`src/rtl/uart_pkg.sv`:
```
// Shared constants and the stored-entry type for the UART 24-to-8 byte unpacker.
package uart_pkg;

   localparam int unsigned UART_WORD_W     = 32;
   localparam int unsigned UART_DATA_BYTES = 3;
   localparam int unsigned UART_BYTE_W     = 8;

   typedef struct packed {
      logic [UART_DATA_BYTES*UART_BYTE_W-1:0] data;
      logic [1:0]                             nbytes;
   } uart_entry_t;

endpackage

```
`src/rtl/uart_word_fifo2.sv`:
```
// Two-entry word FIFO with 1-bit wrapping pointers and a head view for fall-through reads.
module uart_word_fifo2
   import uart_pkg::*;
(
   input  logic        clk,
   input  logic        rst,
   input  logic        push,
   input  uart_entry_t push_entry,
   input  logic        pop,
   output logic        full,
   output logic        empty,
   output uart_entry_t head
);

   uart_entry_t mem_q [2];
   logic        wr_ptr_q;
   logic        rd_ptr_q;
   logic [1:0]  count_q;
   logic        push_ok;
   logic        pop_ok;

   assign full    = (count_q == 2'd2);
   assign empty   = (count_q == 2'd0);
   assign push_ok = push && !full;
   assign pop_ok  = pop && !empty;
   assign head    = mem_q[rd_ptr_q];

   always_ff @(posedge clk) begin
      if (rst) begin
         wr_ptr_q <= 1'b0;
         rd_ptr_q <= 1'b0;
         count_q  <= 2'd0;
      end else begin
         if (push_ok) begin
            mem_q[wr_ptr_q] <= push_entry;
            wr_ptr_q        <= ~wr_ptr_q;
         end
         if (pop_ok) begin
            rd_ptr_q <= ~rd_ptr_q;
         end
         case ({push_ok, pop_ok})
            2'b10:   count_q <= count_q + 2'd1;
            2'b01:   count_q <= count_q - 2'd1;
            default: count_q <= count_q;
         endcase
      end
   end

endmodule

```
`src/rtl/uart_reg24to8.sv`:
```
// Buffers up to two packed 24-bit words and streams their valid bytes LSB-first.
module uart_reg24to8
   import uart_pkg::*;
(
   input  logic                   clk,
   input  logic                   rst,
   input  logic                   wren,
   input  logic [UART_WORD_W-1:0] din,
   input  logic [1:0]             valid_bytes,
   output logic                   full,
   input  logic                   rden,
   output logic [UART_BYTE_W-1:0] dout,
   output logic                   empty,
   output logic                   overflow
);

   uart_entry_t push_entry;
   uart_entry_t head;
   logic        accept;
   logic        rd_act;
   logic        last_byte;
   logic        pop_word;
   logic [1:0]  byte_idx_q;
   logic        overflow_q;
   logic        unused_din;

   assign unused_din = ^din[UART_WORD_W-1:UART_DATA_BYTES*UART_BYTE_W];

   assign push_entry = '{data: din[UART_DATA_BYTES*UART_BYTE_W-1:0], nbytes: valid_bytes};
   assign accept     = wren && !full && (valid_bytes != 2'd0);
   assign rd_act     = rden && !empty;
   assign last_byte  = (byte_idx_q == head.nbytes - 2'd1);
   assign pop_word   = rd_act && last_byte;
   assign overflow   = overflow_q;

   uart_word_fifo2 u_fifo (
      .clk        (clk),
      .rst        (rst),
      .push       (accept),
      .push_entry (push_entry),
      .pop        (pop_word),
      .full       (full),
      .empty      (empty),
      .head       (head)
   );

   always_comb begin
      dout = '0;
      if (!empty) begin
         case (byte_idx_q)
            2'd0:    dout = head.data[7:0];
            2'd1:    dout = head.data[15:8];
            2'd2:    dout = head.data[23:16];
            default: dout = '0;
         endcase
      end
   end

   // Zero-byte writes are discarded silently, so they never count as a dropped write.
   always_ff @(posedge clk) begin
      if (rst) begin
         byte_idx_q <= 2'd0;
         overflow_q <= 1'b0;
      end else begin
         if (rd_act) begin
            byte_idx_q <= last_byte ? 2'd0 : byte_idx_q + 2'd1;
         end
         if (wren && full && (valid_bytes != 2'd0)) begin
            overflow_q <= 1'b1;
         end
      end
   end

endmodule
```
`config.mk`:
```
export PLATFORM = sky130hd
export DESIGN_NAME = uart_reg24to8
export DESIGN_NICKNAME = d
export VERILOG_FILES = /design/src/rtl/uart_pkg.sv /design/src/rtl/uart_word_fifo2.sv /design/src/rtl/uart_reg24to8.sv
export SDC_FILE = /design/constraint.sdc
export NUM_CORES = 1
export LEC_CHECK = 0
export CAP_MARGIN = 20
export CORE_AREA = 2 2 73 75
export DETAILED_ROUTE_END_ITERATION = 7
export DIE_AREA = 0 0 75 77
export PLACE_DENSITY = 0.76
export SLEW_MARGIN = 20
export SYNTH_ARGS = -nofsm -noshare
export SYNTH_HDL_FRONTEND = slang
export SYNTH_SLANG_ARGS = --single-unit
```
`constraint.sdc`:
```
create_clock -name clk -period 4.25 [get_ports clk]
set_input_delay 0.425 -clock clk [delete_from_list [all_inputs] [get_ports clk]]
set_output_delay 0.425 -clock clk [all_outputs]
set_load 0.02 [all_outputs]
```
# Word-level counts from Yosys, hierarchy flattened
# Memories as Yosys holds them, arrays and structs flattened. A register that Yosys moved wholly into a read port is not among the register bits.
# Cells that the tools add are included.
# W data, S select, Z words.
[op_classes] n_addsub=4 n_eq_ne=6 muxes=9 bitwise=2 n_reduce_logical=14
[op_table] operator="$pmux W8 S3" count=1
[op_table] operator="$logic_and A1 B1 Y1" count=8
[op_table] operator="$mux W8" count=1
[op_table] operator="$eq A2 B2 Y1 const B" count=3
[op_table] operator="$mux W1" count=5
[op_table] operator="$add A2 B1 Y2 const B" count=2
[op_table] operator="$eq A2 B1 Y1 const B" count=2
[op_table] operator="$logic_not A2 Y1" count=2
[op_table] operator="$pmux W2 S2" count=1
[op_table] operator="$reduce_bool A2 Y1" count=2
[op_table] operator="$sub A2 B1 Y2 const B" count=2
[op_table] operator="$eq A2 B2 Y1" count=1
[op_table] operator="$logic_not A1 Y1" count=2
[op_table] operator="$mux W2" count=1
[op_table] operator="$not A1 Y1" count=2
[word_totals] ff_bits=7 ramBits=52 in_bits=38 output_inout_bits=11 wordCells=41 n_memories=1
[mem_list] memory="u_fifo.mem_q" words=2 width=26 rd=1 rd_ports_with_merged_regs=1 write_ports=1 line_no="uart_word_fifo2.sv:15" rtl="uart_entry_t mem_q [2];"

# Depth between registers and ports, before layout
# Gate-level depths: netlist of the first run.
[depth] word_depth=8 ltp_mapped=8 ltp_nobuf=7

# Modules after synthesis
# Synthesis of the first run repeated with hierarchy kept, for this count alone.
[hier_totals] hier_cells=150 area_unflattened_um2=2444.8
[by_module_without_submodules] module="uart_word_fifo2" instances=1 cells_per_inst=106 area_each_um2=2092.0 seq_area_each_um2=1661.6
[by_module_without_submodules] module="uart_reg24to8" instances=1 cells_per_inst=44 area_each_um2=352.8 seq_area_each_um2=60.1

# Worst setup path before layout of the first run
# OpenSTA, ideal clock, no wires.
[synth_path] path_kind="reg2reg" startpoint="register u_fifo.count_q[0]" endpoint="memory u_fifo.mem_q[1][0] in the netlist's numbering (enable)" setup_ns=0.447 arrival_time_ns=2.744 required_time_ns=3.803 slack_ns=1.059 path_stages_with_launch=4 path_buffers=0 period_less_slack_ns=3.191 cell_sequence="dfxtp_1 > nor2b_1 > nand2b_1 > nor3b_1"
[synth_between] elab_chain_cells=8
[synth_rtl] element="from (decl)" line_no="uart_word_fifo2.sv:18" rtl="logic [1:0] count_q;"
[synth_rtl] element="from (signal assigned)" line_no="uart_word_fifo2.sv:42" rtl="2'b10: count_q <= count_q + 2'd1;"
[synth_rtl] element="from (signal assigned)" line_no="uart_word_fifo2.sv:43" rtl="2'b01: count_q <= count_q - 2'd1;"
[synth_rtl] element="from (signal assigned)" line_no="uart_word_fifo2.sv:44" rtl="default: count_q <= count_q;"
[synth_rtl] element="$eq A2 B2 Y1 *" line_no="uart_word_fifo2.sv:22" rtl="assign full = (count_q == 2'd2);"
[synth_rtl] element="via full" line_no="uart_reg24to8.sv:10" rtl="output logic full,"
[synth_rtl] element="$logic_not A1 Y1 *" line_no="uart_word_fifo2.sv:24, uart_reg24to8.sv:30"
[synth_rtl] element="$logic_and A1 B1 Y1 (2 in series)" line_no="uart_reg24to8.sv:30" rtl="assign accept = wren && !full && (valid_bytes != 2'd0);"
[synth_rtl] element="$logic_and A1 B1 Y1 *" line_no="uart_word_fifo2.sv:24" rtl="assign push_ok = push && !full;"
[synth_rtl] element="$mux W1 *" line_no="uart_word_fifo2.sv:34" rtl="if (push_ok) begin"
[synth_rtl] element="$mux W1 *" line_no="uart_word_fifo2.sv:29" rtl="if (rst) begin"
[synth_rtl] element="$mux W1 (implied by the code) *" line_no="uart_word_fifo2.sv:35" rtl="mem_q[wr_ptr_q] <= push_entry;"
[synth_rtl] element="to (decl)" line_no="uart_word_fifo2.sv:15"
# Mark *: on every way through the listed nets, which the timed path passes. The rest lies on a longest branch.

# Worst setup path in the final report of the first run
[layout_path] startpoint="register byte_idx_q[1]" endpoint="output dout[7]"
[layout_between] elab_chain_cells=3 word_cells_on_any_way=5 cone_classes="2 x eq/ne; 2 x mux; 1 x reduce/logical"
[layout_rtl] element="from (decl)" line_no="uart_reg24to8.sv:23" rtl="logic [1:0] byte_idx_q;"
[layout_rtl] element="from (signal assigned)" line_no="uart_reg24to8.sv:66" rtl="byte_idx_q <= last_byte ? 2'd0 : byte_idx_q + 2'd1;"
[layout_rtl] element="$eq A2 B2 Y1 (tied with other cells)" line_no="uart_reg24to8.sv:50" rtl="case (byte_idx_q)"
[layout_rtl] element="$pmux W8 S3 *" line_no="uart_reg24to8.sv:50"
[layout_rtl] element="$mux W8 *" line_no="uart_reg24to8.sv:49" rtl="if (!empty) begin"
[layout_rtl] element="to (decl)" line_no="uart_reg24to8.sv:12" rtl="output logic [UART_BYTE_W-1:0] dout,"
# Mark *: on every way between the ends. The rest lies on a longest branch, timed or not.

==> metrics, run 1 <==
TritonCTS clock tree=yes; Post-synth EDFFs=52; antenna violations before repair=0; Post-Synthesis Cells=roughly 160; Vias=between 1,000 and 1,500; clock sinks=60; Chip Width=~75 um; fin. max-slew vios=0; die area=5780 sq um; critical path launch point type=register; share of layout cells above drive strength 1=0.125; Area after DPL=2900 sq um; final hold violations=0; GRT Overall Usage=0.168; WP depth=7; chip height=77 um; critical path class=reg2out; leakage=roughly 1.0 nW; Worst Slack Setup Final=1240 ps; area leader, netlist=edfxtp_1; Design Power=0.00138 W; reg-to-reg endpoint=u_fifo.count_q[1]$_SDFFE_PP0P_; Yosys reg bits=60; Post-synth top cells=edfxtp_1 (52), a21oi_1 (19), nor2_1 (14); Simple-Gate Fraction of Synth Area=0.0495; Critical Path AT=2590 ps; Final period util=0.708; grt ovf=0; ant diodes=0; Root Buffer=clkbuf_8; crit-path max FO=16; largest net degree at the start of global routing=27; fmax=332 MHz; post-synthesis sequential area ratio=0.710; Reg clk slew, reported paths=approximately 60 ps; post-CTS setup buffers=0; number of global-route vias before repair=between 1,000 and 1,500; WL final=4430 um; nets@finish=around 250; VDD IR max=approximately 0.00026 V; post-route cell area=about 3100 sq um; Pwr Density=between 400 and 500 nW/um^2; Filler Cell Count=roughly 360; Std-Cell Rows=26; HPWL after DPL=between 3000 and 4000 um; post_cts resized=0; Slowest-stage cell, CP=clkdlybuf4s50_1; first-pass GRT wire length=roughly 7000 um; Req. time, crit path=3830 ps; Worst path top cell family by delay=buffers and inverters; GP Congestion=0.750; CP dominant cell by count=a21oi_1; Post-Synth XOR/XNOR Area=0.0175; initial DRC count=around 110; unrepaired setup endpoints after global routing=no; clock latency on the worst-skew pair=~330 ps; post-route ant nets=0; worst-path cell chain=inv_1, ha_1, a22oi_1, a21oi_1, a21oi_1, nor2_1, clkdlybuf4s50_1; CTS buffer count=9; max incr delay on CP=610 ps; setup tns final=0 ps; I/O pins=a little under 50; minimum clock period=between 3000 and 4000 ps; leading post-synthesis cells by cell area=edfxtp_1 (64%), dfxtp_1 (6.6%), a21oi_1 (3.9%); Main synth FF type=edfxtp_1; Rel. slew slack=0.610; pre-CTS setup slack=1620 ps; Distinct cells, synth=28; reg-to-reg slack, setup=between 1500 and 2000 ps; clk buf depth=2; Syn Area/Cell=roughly 15 sq um; run status=completed; DRT Pass-1 Iters=4; worst min path class=reg2reg; post-synth top area share=0.644; Fin Hold WS=around 500 ps; starting density of the core=0.487; Post-CTS Hold Buffers=0; Async S/R FF share, synth=0; CP endpoint kind=output pin; Avg WL per Cell=15.9 um; Core Box Area=4980 sq um; Syn Nets=around 200; Layout area overhead=27.1%; Worst Reg-to-Reg Cells=7; worst setup path end=dout[7]; worst-margin pin slew=approximately 580 ps; max_cap viols=0; vias per inst=roughly 5.3; synthesized area=about 2400 sq um; post-synthesis mux area share=0.0733; CTS H-tree depth=3; I/O Buffers=40; post-synthesis adder-cell area fraction=0.0258; top-count cell post-synth=edfxtp_1; Critical Path Start=byte_idx_q[1]$_SDFFE_PP0N_; synth warn=0; Worst Skew=~5.6 ps; drt drc=0; CP bufs+invs=2; Setup-failing EPs final=0; Synth Area in Compound Gates=0.102; main combinational cell family by area after synthesis=compound AO/OA/AOI/OAI gates
==> flip-flops by register name, indices dropped and copies added, names as in the netlist, named ones only <==
register         count
u_fifo.wr_ptr_q      1
u_fifo.rd_ptr_q      1
byte_idx_q           2
overflow             1
u_fifo.mem_q        52
u_fifo.count_q       2
==> worst reg2reg max path: cells and delay by family (launching register included) <==
kind                       cells  cell delay, ps
AOI/OAI and AO/OA              1             140
adders and majority gates      1             300
buffers and inverters          1             300
DFF                            1             300
muxes                          2             540
and+or+nand+nor                2             760
==> through the flow <==
stage,cells,util
after floorplan,159,-
after CTS,278,0.619
after global routing,278,0.619
after global placement,262,0.583
after detailed placement,262,0.583
final,278,0.619
==> report_power, final <==
| group | total, W | internal [W] | switching, W |
|---|---|---|---|
| registers | 0.000684 | 0.000671 | 0.0000132 |
| clock network | 0.000471 | 0.000264 | 0.000207 |
| logic | 0.000220 | 0.000102 | 0.000118 |
==> logic make-up (layout without fill, tap and decap cells) <==
logic type                 after synthesis  after routing
DFF                                     60             60
adders and majority gates                5              5
muxes                                   14             14
xor gates and xnor gates                 4              4
buffers and inverters                   12             61
and+or+nand+nor                         25             25
AOI/OAI and AO/OA                       39             39
==> routing by layer <==
| layer | global-route usage | up-vias | wire length, um |
|---|---|---|---|
| li1 | - | 700 | - |
| met1 | 0.212 | 719 | 1760 |
| met2 | 0.258 | 55 | 2290 |
| met3 | 0.0552 | 7 | 290 |
| met4 | 0.0821 | 0 | 85 |
| met5 | 0 | - | 0 |
==> worst min-delay path by stage <==
stage,slack (ps),end,cells after the start,start
3_5_place_dp,510,overflow$_SDFFE_PP0P_,2,overflow$_SDFFE_PP0P_
5_1_grt,550,overflow$_SDFFE_PP0P_,2,overflow$_SDFFE_PP0P_
4_1_cts,520,overflow$_SDFFE_PP0P_,2,overflow$_SDFFE_PP0P_
3_3_place_gp,460,overflow$_SDFFE_PP0P_,2,overflow$_SDFFE_PP0P_
6_report,500,overflow$_SDFFE_PP0P_,2,overflow$_SDFFE_PP0P_
2_1_floorplan,480,u_fifo.count_q[1]$_SDFFE_PP0P_,2,u_fifo.count_q[1]$_SDFFE_PP0P_
==> cells in the final DEF (no fill, tap or decap), types with 3 or more instances in the layout <==
master and instances:
a21oi_1 19, a221oi_1 8, a22oi_1 8, buf_4 3
clkbuf_8 9, clkdlybuf4s50_1 40, dfxtp_1 8, edfxtp_1 52
ha_1 5, mux2_1 5, mux2_2 5, nor2_1 14
==> layout make-up <==
| class | count | area (sq um) | area share |
|---|---|---|---|
| well taps | 70 | 87.6 | 0.0284 |
| flip-flops and latches | 60 | 1720 | 0.558 |
| clock inverters | 6 | 55.1 | 0.0179 |
| multi-input cells | 87 | 661 | 0.214 |
| clock buffers | 10 | 128 | 0.0414 |
| repair buffers | 43 | 423 | 0.137 |
| inverters | 2 | 7.51 | 0.00244 |
No activity file was read; power rests on OpenSTA's default activity.
==> inputs of run 2 (changes only) <==
- clock period: 4.25 -> 2.87 ns (I/O delays scaled with it)
==> metrics, run 2 (synthesized netlist as in run 1, its figures left out) <==
leakage=1.07 nW (+2.2%); final hold violations=0 (unchanged); reg-to-reg endpoint=u_fifo.count_q[1]$_SDFFE_PP0P_; reg-to-reg slack, setup=620 ps (-1200 ps); critical path launch point type=register; grt ovf=0 (unchanged); Req. time, crit path=2580 ps (-1250 ps); hold path cells=2 (unchanged); Pwr Density=667 nW/um^2 (+50%); HPWL after DPL=3160 um (+4.8%); Critical Path AT=2430 ps (-160 ps); CTS buffer count=9 (unchanged); Root Buffer=clkbuf_8; Area after DPL=2930 sq um (+0.95%); GP Congestion=0.767 (+2.3%); clock sinks=60 (unchanged); M1 WL=1780 um (+0.91%); run status=completed; die area=5780 sq um (unchanged); DRT Pass-1 Iters=4 (unchanged); Fin Hold WS=483 ps (-20.9 ps); Final period util=0.947; Layout area overhead=30.0%; top layer in use=met4; fin. max-slew vios=0 (unchanged); most common cell after layout, fill and taps aside=edfxtp_1; nets@finish=248 (+0.81%); critical path class=reg2out; Reg clk slew, reported paths=70 ps (about the same); routed wl met3=318 um (+9.7%); Multi-input gate area=698 sq um (+5.7%); post-route ant nets=0 (unchanged); setup tns final=0 ps (unchanged); number of global-route vias before repair=1,600 (+9.8%); Setup-failing EPs final=0 (unchanged); Worst Skew=5.01 ps (-0.572 ps); Vias=1,526 (+3.0%); minimum clock period=about 2700 ps; GRT Overall Usage=0.177 (+0.00812); Std-Cell Rows=26 (unchanged); Chip Width=75 um (unchanged); TritonCTS clock tree=yes; Core Box Area=4980 sq um (unchanged); crit-path max FO=16 (unchanged); WL final=4700 um (+6.2%); CTS H-tree depth=3 (unchanged); clock latency on the worst-skew pair=330 ps (about the same); chip height=77 um (unchanged); largest register by flop count=u_fifo.mem_q; Rel. slew slack=0.653 (+0.0431); Worst Reg-to-Reg Cells=6 (-1); Worst Slack Setup Final=151 ps (-1090 ps); most frequent cells in the layout=edfxtp_1 (52), clkdlybuf4s50_1 (40), a21oi_1 (19), nor2_1 (14), clkbuf_8 (9); I/O pins=49 (unchanged); clk buf depth=2 (unchanged); VDD IR max=0.000689 V (+160%); vias per inst=5.45 (+2.3%); Largest regs=u_fifo.mem_q (52), byte_idx_q (2), u_fifo.count_q (2); largest net degree at the start of global routing=25 (-7.4%); Filler Cell Count=367 (+1.4%); met2 wire len=2530 um (+11%); unrepaired setup endpoints after global routing=no; I/O Buffers=40 (unchanged); share of layout cells above drive strength 1=0.157 (+0.0321); Avg WL per Cell=16.8 um (+5.4%); fmax=around 370 MHz; initial DRC count=152 (+43%); pre-CTS setup slack=319 ps (-1300 ps); ant diodes=0 (unchanged); Reg area=1720 sq um (unchanged); CP endpoint kind=output pin; antenna violations before repair=0 (unchanged); starting density of the core=0.487 (unchanged); worst setup path end=dout[1]; Critical Path Start=byte_idx_q[0]$_SDFFE_PP0N_; post-route cell area=3150 sq um (+2.3%); drt drc=0 (unchanged); worst-margin pin slew=519 ps (-66.2 ps); max reg flops=52 (unchanged); max_cap viols=0 (unchanged); worst min path class=reg2reg; first-pass GRT wire length=7330 um (+5.3%)
-- run 2: cell count changes in the layout (fill, tap and decap cells not counted), moves of 2 or more --
cell,before,now
clkinv_1,2,0
ha_4,0,2
clkinv_4,0,2
ha_1,5,3
buf_4,3,5
-- run 2: worst min-delay path by stage --
stage                           from                            to  slack, ps
2_1_floorplan         valid_bytes[0]  u_fifo.mem_q[0][0]$_DFFE_PP_        390
3_3_place_gp   overflow$_SDFFE_PP0P_         overflow$_SDFFE_PP0P_        460
3_5_place_dp   overflow$_SDFFE_PP0P_         overflow$_SDFFE_PP0P_        480
4_1_cts        overflow$_SDFFE_PP0P_         overflow$_SDFFE_PP0P_        500
5_1_grt        overflow$_SDFFE_PP0P_         overflow$_SDFFE_PP0P_        520
6_report       overflow$_SDFFE_PP0P_         overflow$_SDFFE_PP0P_        480
-- run 2: final cells by class --
cell class                 instances  area share
clock buffer                       9      0.0393
clock inverter                     7      0.0242
inverter                           2     0.00238
multi-input combinational         87       0.221
sequential                        60       0.546
tap                               70      0.0278
timing repair buffer              45       0.139
-- run 2: worst max-delay path: stages (launching register included) --
cell and delay, ps:
dfxtp_1 480, inv_1 170, ha_4 260, a221oi_1 280, a21oi_1 110, a21oi_1 170, nor2_1 80, clkdlybuf4s50_1 560
-- run 2: where the power goes --
group / internal, W / leakage, nW / switching (W) / total (W)
clock: 0.000404 / 0.0958 / 0.000339 / 0.000744
sequential: 0.000993 / 0.540 / 0.0000233 / 0.00102
combinational: 0.000163 / 0.435 / 0.000182 / 0.000345
total: 0.00156 / 1.07 / 0.000545 / 0.00210
-- run 2: repair_timing --
| item | 4_1_cts | 5_1_grt |
|---|---|---|
| endpoints found under the setup margin | 2 | 2 |
| hold endpoints to repair | 0 | 0 |
| gates resized for setup | 2 | 2 |
| setup buffers | 0 | 0 |
| hold buffers | 0 | 0 |
-- run 2: stage by stage --
stage,power (W),cells,utilization
floorplan,0.00122,159,-
CTS,0.00211,280,0.629
finish,0.00210,280,0.633
detailed placement,0.00137,264,0.588
global placement,0.00135,264,0.588
global route,0.00219,280,0.633
-- run 2: routing by layer --
| metal | global-route usage | up-vias |
|---|---|---|
| met4 | 0.0875 | 0 |
| met1 | 0.211 | 742 |
| met2 | 0.280 | 66 |
| met3 | 0.0604 | 10 |
| met5 | 0 | - |
| li1 | - | 708 |
